## src/rtl/spi_master_param.sv

```systemverilog
// Parameterised SPI master: one frame of DATA_W bits, MSB first, with selectable
// CPOL/CPHA. SCLK is a registered output derived from a clk-domain divider.
module spi_master_param #(
  parameter int DATA_W  = 8,
  parameter int CLK_DIV = 10,
  parameter bit CPOL    = 1'b1,
  parameter bit CPHA    = 1'b1
) (
  input  logic              clk,
  input  logic              reset,
  input  logic              spi_start,
  input  logic [DATA_W-1:0] spi_data_in,
  input  logic              MISO,
  output logic              MOSI,
  output logic              SCLK,
  output logic              CS_N,
  output logic [DATA_W-1:0] spi_data_out,
  output logic              spi_busy,
  output logic              spi_done
);

  typedef enum logic [2:0] {IDLE, SETUP, SHIFT, HOLD, DONE} state_t;

  localparam logic [7:0] DIV_LAST  = 8'(CLK_DIV - 1);
  localparam logic [6:0] EDGE_LAST = 7'(2 * DATA_W - 1);

  state_t            state, state_next;
  logic [7:0]        div_cnt, div_next;
  logic [6:0]        edge_cnt, edge_next;
  logic [DATA_W-1:0] tx_sr, tx_next;
  logic [DATA_W-1:0] rx_sr, rx_next;
  logic [DATA_W-1:0] data_out_next;
  logic              sclk_next, mosi_next, cs_n_next, busy_next, done_next;
  logic              tick, leading, last_edge;

  assign tick      = (div_cnt == DIV_LAST);
  assign leading   = ~edge_cnt[0];
  assign last_edge = (edge_cnt == EDGE_LAST);

  always_ff @(posedge clk) begin
    if (reset) begin
      state        <= IDLE;
      div_cnt      <= '0;
      edge_cnt     <= '0;
      tx_sr        <= '0;
      rx_sr        <= '0;
      SCLK         <= CPOL;
      CS_N         <= 1'b1;
      MOSI         <= 1'b0;
      spi_data_out <= '0;
      spi_busy     <= 1'b0;
      spi_done     <= 1'b0;
    end else begin
      state        <= state_next;
      div_cnt      <= div_next;
      edge_cnt     <= edge_next;
      tx_sr        <= tx_next;
      rx_sr        <= rx_next;
      SCLK         <= sclk_next;
      CS_N         <= cs_n_next;
      MOSI         <= mosi_next;
      spi_data_out <= data_out_next;
      spi_busy     <= busy_next;
      spi_done     <= done_next;
    end
  end

  always_comb begin
    state_next    = state;
    div_next      = div_cnt;
    edge_next     = edge_cnt;
    tx_next       = tx_sr;
    rx_next       = rx_sr;
    sclk_next     = SCLK;
    cs_n_next     = CS_N;
    mosi_next     = MOSI;
    data_out_next = spi_data_out;
    busy_next     = spi_busy;
    done_next     = 1'b0;

    case (state)
      IDLE: begin
        sclk_next = CPOL;
        cs_n_next = 1'b1;
        mosi_next = 1'b0;
        busy_next = 1'b0;
        if (spi_start) begin
          tx_next    = spi_data_in;
          rx_next    = '0;
          div_next   = '0;
          edge_next  = '0;
          busy_next  = 1'b1;
          cs_n_next  = 1'b0;
          // With CPHA=0 the first bit must already be valid at the first (sampling) edge.
          mosi_next  = CPHA ? 1'b0 : spi_data_in[DATA_W-1];
          state_next = SETUP;
        end
      end

      SETUP: begin
        if (tick) begin
          div_next   = '0;
          state_next = SHIFT;
        end else begin
          div_next = div_cnt + 8'd1;
        end
      end

      SHIFT: begin
        if (tick) begin
          div_next  = '0;
          sclk_next = ~SCLK;
          edge_next = edge_cnt + 7'd1;
          if (leading != CPHA)
            rx_next = {rx_sr[DATA_W-2:0], MISO};
          if (CPHA && leading) begin
            mosi_next = tx_sr[DATA_W-1];
            tx_next   = {tx_sr[DATA_W-2:0], 1'b0};
          end else if (!CPHA && !leading && !last_edge) begin
            mosi_next = tx_sr[DATA_W-2];
            tx_next   = {tx_sr[DATA_W-2:0], 1'b0};
          end
          if (last_edge)
            state_next = HOLD;
        end else begin
          div_next = div_cnt + 8'd1;
        end
      end

      HOLD: begin
        if (tick) begin
          div_next   = '0;
          cs_n_next  = 1'b1;
          state_next = DONE;
        end else begin
          div_next = div_cnt + 8'd1;
        end
      end

      DONE: begin
        data_out_next = rx_sr;
        done_next     = 1'b1;
        busy_next     = 1'b0;
        mosi_next     = 1'b0;
        state_next    = IDLE;
      end

      default: state_next = IDLE;
    endcase
  end

endmodule

```

## config.mk

```make
export PLATFORM = sky130hd
export DESIGN_NAME = spi_master_param
export DESIGN_NICKNAME = d
export VERILOG_FILES = /design/src/rtl/spi_master_param.sv
export SDC_FILE = /design/constraint.sdc
export NUM_CORES = 1
export LEC_CHECK = 0
export BUFFER_PORTS_ARGS = -buffer_cell sky130_fd_sc_hd__clkbuf_2
export CORE_MARGIN = 1
export CORE_UTILIZATION = 25
export CTS_CLUSTER_DIAMETER = 60
export DETAILED_ROUTE_END_ITERATION = 16
export SLEW_MARGIN = 20
export SYNTH_ARGS = -nofsm -noshare
export SYNTH_HDL_FRONTEND = slang
export SYNTH_SLANG_ARGS = --single-unit
```

## constraint.sdc

```tcl
create_clock -name clk -period 3.1 [get_ports clk]
set_input_delay 0.465 -clock clk [delete_from_list [all_inputs] [get_ports clk]]
set_output_delay 0.465 -clock clk [all_outputs]
set_load 0.1 [all_outputs]
```

==> impl_summary.md, run 1 <==
STA
Derived from the worst setup path, the maximum achievable clock frequency is 0.432 GHz. The final cycle utilization of the critical path is 0.746. For the finished layout, the period the worst path requires is 2.31 ns. Setup violations remaining at the end of the flow were counted as 0.

Setup repair after global routing left no endpoint under its margin. The slew at the pin with the worst max-slew slack is 0.683 ns. The worst clock skew on the final layout is 0.00789 ns.

After routing, the total negative slack on setup checks comes to 0 ns. The final number of max-transition violations is 0. The worst slew margin relative to its limit is 0.545. The final-report hold violation count came to 0.

Critical path
In this run the worst path has a maximum fanout of 8. The kind of end point of the critical path is a flip-flop. The data arrival time at the worst-slack endpoint is 2.46 ns.

The type of the worst setup path is flip-flop to flip-flop. The worst register-to-register path has a depth of 5. Walking the worst path, the cells encountered are ha_1 > or4b_4 > o41ai_4 > and2_0 > a211oi_1. On the critical path, the stage with the largest delay is an instance of sky130_fd_sc_hd__o41ai_4. STA puts the critical path data required time at 3.25 ns. STA classifies the critical path startpoint as a flip-flop. On the worst path, the slowest cell contributes a delay of 0.51 ns.

Power and ir drop
Dividing total power by cell area gives a power density of 532 nW/um^2. The worst-case IR drop observed on VDD is 0.285 mV. For this design the static power due to leakage is 0.851 nW.

Die
For this configuration, the core starts out at a cell density of 0.263. The floorplan step defined a core boundary enclosing 7890 sq um. The count of boundary I/O pins is 25. After floorplanning, the core was divided into 32 placement rows. The floorplan die area is 8680 sq um.

The die is 93.2 um wide. The vertical extent of the die is 93.2 um.

Logic synthesis
Of the total synthesized cell area, the portion taken by XOR and XNOR cells is 0.0211. The top flip-flop cell by instance count after synthesis is sky130_fd_sc_hd__dfxtp_1. Averaged over all synthesized cells, the footprint is 9.04 sq um. The total nets after synthesis is 245.

After synthesis the cells add up to 2080 sq um. The netlist uses 43 different library cells. Of the total synthesized cell area, the portion taken by AND, OR, NAND and NOR gates is 0.213. For this run, the register share of the synthesized area comes to 0.453. During synthesis, Yosys emitted a total of 0 warnings. The count of flip-flops with a built-in enable after synthesis is 0.

The gate count of the mapped netlist is 230. The portion of synthesized area spent on multiplexers is 0.0433. In the synthesized netlist the async set-or-reset flop fraction comes to 0.

Sorting the synthesized cells by area gives the leading types as sky130_fd_sc_hd__dfxtp_1, sky130_fd_sc_hd__a21oi_1, sky130_fd_sc_hd__mux2i_1. The dominant combinational cell family by area after synthesis is compound AO/OA/AOI/OAI gates. The register bit count reported by yosys is 47. The share of the synthesized area in compound gates (AO/OA/AOI/OAI) came to 0.221.

Of the total synthesized cell area, the portion taken by full adders, half adders and majority gates is 0.0181. The dominant cell type by area after synthesis is sky130_fd_sc_hd__dfxtp_1. Of the post-synthesis cell area, the dominant cell type holds 0.453.

Clock network
In this run the clock root is driven by a sky130_fd_sc_hd__clkbuf_8. The number of sinks on the clock net is 47. The clock tree from TritonCTS is built. The later-pin clock latency in the skew report is 0.30 ns.

The buffer depth of the longest clock path is 2. Once the clock tree was built, the setup fixing pass inserted 0 buffers. The post-CTS clock slew at the launch and capture registers of the worst setup and hold paths is 0.09 ns. Counting the buffers created by CTS gives 5.

The H-tree was split into 2 levels. The number of resized instances in the post-cts repair step is 0. For this design, the CTS-stage hold fixing added 0 buffers.

Status
The flow ran to the end, and the final reports show no timing, DRC or antenna violations.

Route
In the routed layout, each cell is associated on average with a via count of 4.92. The sum of met2 wire segment lengths after detailed routing is 2.07 mm. The highest metal layer with signal wires is met4. The routed layout has 1,755 vias. The detailed router put a total of 2.22 mm of wire on met1. In the final routed layout, each cell accounts on average for 12.6 um. The first-pass detailed-route iteration total is 4. Wires add up to 4.48 mm. The number of DRC violations after detailed-routing iteration 0 is 70. In the detailed route, the total length drawn on met3 is 146 um. The detail route stage leaves a number of antenna-violating nets equal to 0. For this run, design rule violations remaining after detail routing come to 0.

Finish
The area growth from synthesis to layout is 17.7%. The layout has 818 filler cells. After the last flow step, the layout net total stands at 269. Measured on the finished design, the core utilization comes to 0.310. 0 antenna diodes ended up in the layout. In the final layout, the share of cells above drive strength 1 is 0.176.

Place
Routability-driven placement finished with a final weighted congestion of 0.745. Detailed placement ended at an HPWL of 3.17 mm. The number of buffers inserted by port buffering is 24.

Job
Max-cap violations in this run came to 0.

Global route
The maximum number of pins on one net before global-route repair is 34. The first global-routing pass estimated 7.55 mm of wire. The overall track demand over capacity in global routing is 0.108. The number of antenna violations at the first check in global routing is 0. The via count of the first global-routing pass was 1,611. The overflow left after global routing is 0.

Hold path
The tightest min-delay check is of the primary input to flip-flop type. The cell depth of the worst min-delay path is 2.
[registers in the layout (all words and copies together) (netlist names)]
register	flops
CS_N	1
spi_busy	1
div_cnt	8
MOSI	1
rx_sr	8
spi_done	1
SCLK	1
state	3
edge_cnt	7
spi_data_out	8
tx_sr	8
[metal layers]
| layer | track usage | up-vias |
|---|---|---|
| met2 | 0.180 | 33 |
| met1 | 0.142 | 810 |
| met3 | 0.0220 | 4 |
| met5 | 0 | - |
| li1 | - | 908 |
| met4 | 0.0308 | 0 |
[synth_stat cells (2+ instances only)]
cell / instances
sky130_fd_sc_hd__and3_1: 3
sky130_fd_sc_hd__or4_1: 6
sky130_fd_sc_hd__or2_2: 3
sky130_fd_sc_hd__o21ai_0: 6
sky130_fd_sc_hd__or3b_2: 2
sky130_fd_sc_hd__a41oi_1: 2
sky130_fd_sc_hd__nand3_1: 11
sky130_fd_sc_hd__o31ai_1: 5
sky130_fd_sc_hd__clkbuf_1: 8
sky130_fd_sc_hd__a31oi_1: 4
sky130_fd_sc_hd__a21oi_1: 24
sky130_fd_sc_hd__xnor2_1: 5
sky130_fd_sc_hd__ha_1: 3
sky130_fd_sc_hd__nor3b_1: 3
sky130_fd_sc_hd__inv_1: 3
sky130_fd_sc_hd__nor3_1: 7
sky130_fd_sc_hd__nand2_1: 24
sky130_fd_sc_hd__a22o_1: 8
sky130_fd_sc_hd__nor4_1: 2
sky130_fd_sc_hd__dfxtp_1: 47
sky130_fd_sc_hd__buf_1: 2
sky130_fd_sc_hd__a211oi_1: 9
sky130_fd_sc_hd__mux2i_1: 9
sky130_fd_sc_hd__nor2_1: 15
[cell families after synthesis]
logic type	Yosys count
compound gates	67
fa+ha+maj	3
simple gates	84
flops	47
xor+xnor	5
mux	9
buf+inv	15
[cell usage in the layout, fill, tap and decap left out, drive strengths merged, types with 2 or more instances in the layout]
master  count
a211oi      9
a21oi      24
a22o        8
a31oi       4
a41oi       2
and2        2
and3        3
buf         5
bufinv      2
clkbuf     29
dfxtp      47
ha          3
inv         3
mux2i       9
nand2      24
nand3      11
nor2       15
nor3        7
nor3b       3
nor4        2
nor4b       2
o21ai       6
o31ai       5
or2         3
or3b        2
or4         6
xnor2       5
[cell type report]
cell class / count / area, sq um / share of cell area
inverter: 3 / 11.3 / 0.00460
multi-input combinational: 168 / 1070 / 0.438
timing repair buffer: 29 / 158 / 0.0644
clock inverter: 3 / 67.6 / 0.0276
tap: 102 / 128 / 0.0522
clock buffer: 5 / 68.8 / 0.0281
sequential: 47 / 941 / 0.385
[critical path, delay by kind of cell (launching register included)]
| family | cells | cell delay, ns |
|---|---|---|
| flip-flops | 1 | 0.41 |
| AO/OA/AOI/OAI | 2 | 0.65 |
| AND/OR/NAND/NOR | 2 | 0.91 |
| adder cells (fa/ha/maj) | 1 | 0.18 |
[metrics by stage]
stage	worst slack [ns]	power (mW)	instance area (sq um)	hold WS, ns	cells
floorplan	1.02	0.747	2080	0.432	230
global placement	0.872	0.781	2310	0.447	349
detailed placement	0.805	0.783	2310	0.449	349
CTS	0.806	1.31	2450	0.378	357
global route	0.629	1.36	2450	0.376	357
finish	0.786	1.30	2450	0.377	357
[path summary, 6_finish.rpt]
check               endpoint  slack [ns]            start
max reg2reg         tx_sr[7]        0.79       div_cnt[0]
min                 rx_sr[0]        0.38             MISO
min reg2reg  spi_data_out[5]        0.46  spi_data_out[5]
max                 tx_sr[7]        0.79       div_cnt[0]
[power breakdown]
part	internal (mW)	switching (mW)
combinational	0.0469	0.0877
sequential	0.621	0.0139
clock	0.322	0.211
total	0.989	0.313
Power figures use the tool's default switching activity.
==> run 2: changes to the inputs <==
- ABC_AREA: not set -> 1
- clock period: 3.1 -> 2.2 ns (I/O delays scaled with it)
==> run 2 against run 1 <==
Net effect: worst setup slack worse by 0.19 ns; combinational power grew to 9.3 times the previous value; highest routed layer unchanged; utilization is 2.1 points lower; design area is 2.7% higher.
==> impl_summary.md, run 2 <==
Status
The flow ran to the end, and the final reports show no timing, DRC or antenna violations.

Critical path
The critical path's slowest cell is sky130_fd_sc_hd__dfxtp_1. Traced cell by cell, the critical path runs through ha_1 > nand3_2 > nor2_4 > nand2_1 > nand2_2 > nand2_2 > nand2_1 > a21oi_1. The largest fanout on the critical path is 8 (unchanged). The kind of end point of the critical path is a flip-flop. The data arrival time at the worst-slack endpoint came to 1.79 ns (-0.67 ns). The type of the worst setup path is flip-flop to flip-flop. The maximum single-stage delay on the critical path is 0.40 ns (-0.11 ns). Broken down by cell family, the worst path's largest delay share belongs to simple AND/OR/NAND/NOR gates. The data required time at the worst endpoint was 2.39 ns (-0.86 ns). The type of element launching the critical path is a flip-flop.

The buffering stage count on the worst path with inverters included is 0 (unchanged).

Logic synthesis
The combined area of all synthesized cells is 2230 sq um (+7.5%). The dominant cell type by area after synthesis is sky130_fd_sc_hd__dfxtp_1. The warning count from the yosys run is 0 (unchanged). In the synthesized netlist, the cells that appear most often are sky130_fd_sc_hd__nand2_1, sky130_fd_sc_hd__dfxtp_1, sky130_fd_sc_hd__a21oi_1. The unique cell type count in the Yosys netlist came to 30 (-30%). The share of the synthesized area in the top cell type is 0.421 (-0.0315). For this run, the leading register cell type out of synthesis is sky130_fd_sc_hd__dfxtp_1. The sequential element share of the synthesized area is 0.421 (-0.0315). The total nets after synthesis is 334 (+36%). The share of synthesized registers carrying an async set or reset is 0 (unchanged). Among all cell types in the netlist, the one instantiated most often is sky130_fd_sc_hd__nand2_1. The count of flip-flops with a built-in enable after synthesis is 0 (unchanged). In the post-synthesis netlist, the biggest area contributors are sky130_fd_sc_hd__dfxtp_1, sky130_fd_sc_hd__nand2_1, sky130_fd_sc_hd__a21oi_1. The mean instance size in the synthesized netlist is 7.00 sq um (-23%). The register bit count reported by yosys is 47 (unchanged). The gate count of the mapped netlist is 319 (+39%).

Finish
The filler cell count was 990 (+21%). The register cell area after layout is 941 sq um (unchanged). Relative to the synthesized area, the layout overhead comes to 12.5%. The antenna diode count is 0 (unchanged). The most common library cell in the layout ignoring fill and taps is sky130_fd_sc_hd__nand2_1. In the layout the commonest cells are sky130_fd_sc_hd__nand2_1, sky130_fd_sc_hd__dfxtp_1, sky130_fd_sc_hd__a21oi_1. The share of final-layout standard cells stronger than drive strength 1 is 0.146 (-0.0303). The post-layout net count came to 356 (+32%). The end-of-flow core utilization was 0.290 (-0.0206). The design area is 2510 sq um (+2.7%). The area occupied by multi-input gates is 1090 sq um (+1.3%).

STA
The highest clock frequency the design can meet came to 0.623 GHz (+44%). The worst slew margin relative to its limit was 0.588 (+0.0432). The clock period minus final worst setup slack was 1.60 ns (-0.709 ns). The slew at the pin with the worst max-slew slack was 0.618 ns (-0.0654 ns). The final-report hold violation count is 0 (unchanged).

The setup slack after layout came to 0.595 ns (-0.191 ns). The final number of max-transition violations is 0 (unchanged). The final cycle utilization of the critical path came to 0.729 (-0.0171). The number of setup violations in the final report is 0 (unchanged).

Setup repair after global routing left no endpoint under its margin. The setup TNS is 0 ns (unchanged). The worst clock skew on the final layout is 0.00751 ns (-0.000375 ns).

Clock network
The number of resized instances in the post-cts repair step was 0 (unchanged). The later-pin clock latency in the skew report is 0.30 ns (about the same). TritonCTS built the clock tree. The level count of the clock H-tree is 2 (unchanged). The post-CTS clock slew at the launch and capture registers of the worst setup and hold paths is 0.09 ns (about the same).

The hold-fix buffer count after cts is 0 (unchanged). The post-CTS setup repair buffer count is 0 (unchanged). CTS placed an instance of sky130_fd_sc_hd__clkbuf_8 at the clock tree root. The number of sinks on the clock net was 47 (unchanged). The clock buffer count from CTS is 5 (unchanged). The buffer depth of the longest clock path is 2 (unchanged).

Die
The vertical extent of the die is 96.5 um (+3.6%). The count of boundary I/O pins was 25 (unchanged). The floorplan row count is 34 (+6.3%). The floorplan die area is 9320 sq um (+7.3%).

The effective utilization at floorplan is 0.257 (-0.00613). The placeable core region is 8680 sq um (+10%). The die span in x is 96.5 um (+3.6%).

Power and ir drop
The static leakage was 1.06 nW (+25%). The power per cell area is 1170 nW/um^2 (+120%). The overall power of the completed layout is 2.94 mW (+130%). The worst voltage drop across the vdd grid is 0.422 mV (+48%).

Global route
The maximum number of pins on one net before global-route repair came to 23 (-32%). The via count of the first global-routing pass was 1,837 (+14%). The number of antenna violations at the first check in global routing is 0 (unchanged).

The first-pass GRT wire length came to 7.85 mm (+3.9%). The overflow left after global routing came to 0 (unchanged). The overall track demand over capacity in global routing was 0.106 (-0.00288).

Place
The pre-CTS setup slack is 0.603 ns (-0.202 ns). The number of buffers inserted by port buffering is 24 (unchanged). The final estimated routing congestion in global placement was 0.771 (+3.5%).

The placed standard-cell area is 2430 sq um (+5.1%). The HPWL after detailed placement came to 3.38 mm (+6.5%).

Route
The detail-routed via count per cell came to 4.44 (-9.6%). The final routed wirelength across all metal layers is 4.67 mm (+4.2%). The number of DRC violations after detailed-routing iteration 0 is 67 (-4.3%).

The first-pass detailed-route iteration total is 5 (+1). The final routed DRC violation total was 0 (unchanged). The total via count after detailed routing was 2,000 (+14%). The average wire length per cell after detail routing is 10.4 um (-17%). The remaining antenna violation count after routing is 0 (unchanged).

Job
The number of max-cap violations is 0 (unchanged).

Hold path
The path class of the tightest hold or removal check is primary input to flip-flop.
-- run 2: cell types whose count changed in the layout (fill, tap and decap cells not counted), sizes merged, moves of 8 or more --
cell | before | now
a211oi | 9 | 1
a21oi | 24 | 38
a22o | 8 | 0
inv | 3 | 34
mux2i | 9 | 0
nand2 | 24 | 86
nand3 | 11 | 25
nor2 | 15 | 38
o21ai | 6 | 21
-- run 2: through the flow --
| stage | std cells | hold WS, ns |
|---|---|---|
| final | 450 | 0.265 |
| after global routing | 450 | 0.287 |
| after CTS | 450 | 0.260 |
| after detailed placement | 442 | 0.446 |
| after global placement | 442 | 0.445 |
| after floorplan | 319 | 0.430 |
-- run 2: worst register-to-register path, stage by stage (launching register included) --
cell	delay, ns
sky130_fd_sc_hd__dfxtp_1	0.40
sky130_fd_sc_hd__ha_1	0.19
sky130_fd_sc_hd__nand3_2	0.16
sky130_fd_sc_hd__nor2_4	0.22
sky130_fd_sc_hd__nand2_1	0.09
sky130_fd_sc_hd__nand2_2	0.14
sky130_fd_sc_hd__nand2_2	0.14
sky130_fd_sc_hd__nand2_1	0.10
sky130_fd_sc_hd__a21oi_1	0.06
-- run 2: per-layer routing --
metal  GRT usage  vias to the layer above  routed length (um)
met2       0.190                       14                2250
met1       0.127                      911                2260
met5           0                        -                   0
li1            -                     1070                   -
met3      0.0211                        5                 100
met4      0.0294                        0                  59
-- run 2: layout make-up --
| cell class | instances | share of cell area |
|---|---|---|
| clock buffers | 6 | 0.0289 |
| inverters | 34 | 0.0518 |
| multi-input cells | 227 | 0.432 |
| clock inverters | 2 | 0.00498 |
| flip-flops and latches | 47 | 0.375 |
| well taps | 108 | 0.0538 |
| repair buffers | 26 | 0.0538 |
-- run 2: final timing paths --
kind                            slack [ns]       end  cells past startpoint       start
worst max register to register        0.60  tx_sr[5]                      8  div_cnt[0]
worst max-delay path                  0.60  tx_sr[5]                      8  div_cnt[0]
worst min-delay path                  0.27  rx_sr[0]                      3        MISO
worst min register to register        0.45      MOSI                      2        MOSI
-- run 2: cell families after synthesis --
group           count (synthesis)  synth area share
simple gates                  162             0.320
compound gates                 61             0.146
flops                          47             0.421
buf+inv                        45            0.0924
fa+ha+maj                       3            0.0168
xor+xnor                        1           0.00392
-- run 2: power by group --
group	leakage [nW]	internal, mW	switching, mW
Clock	0.0412	0.223	0.289
Sequential	0.383	1.04	0.128
Combinational	0.640	0.357	0.904
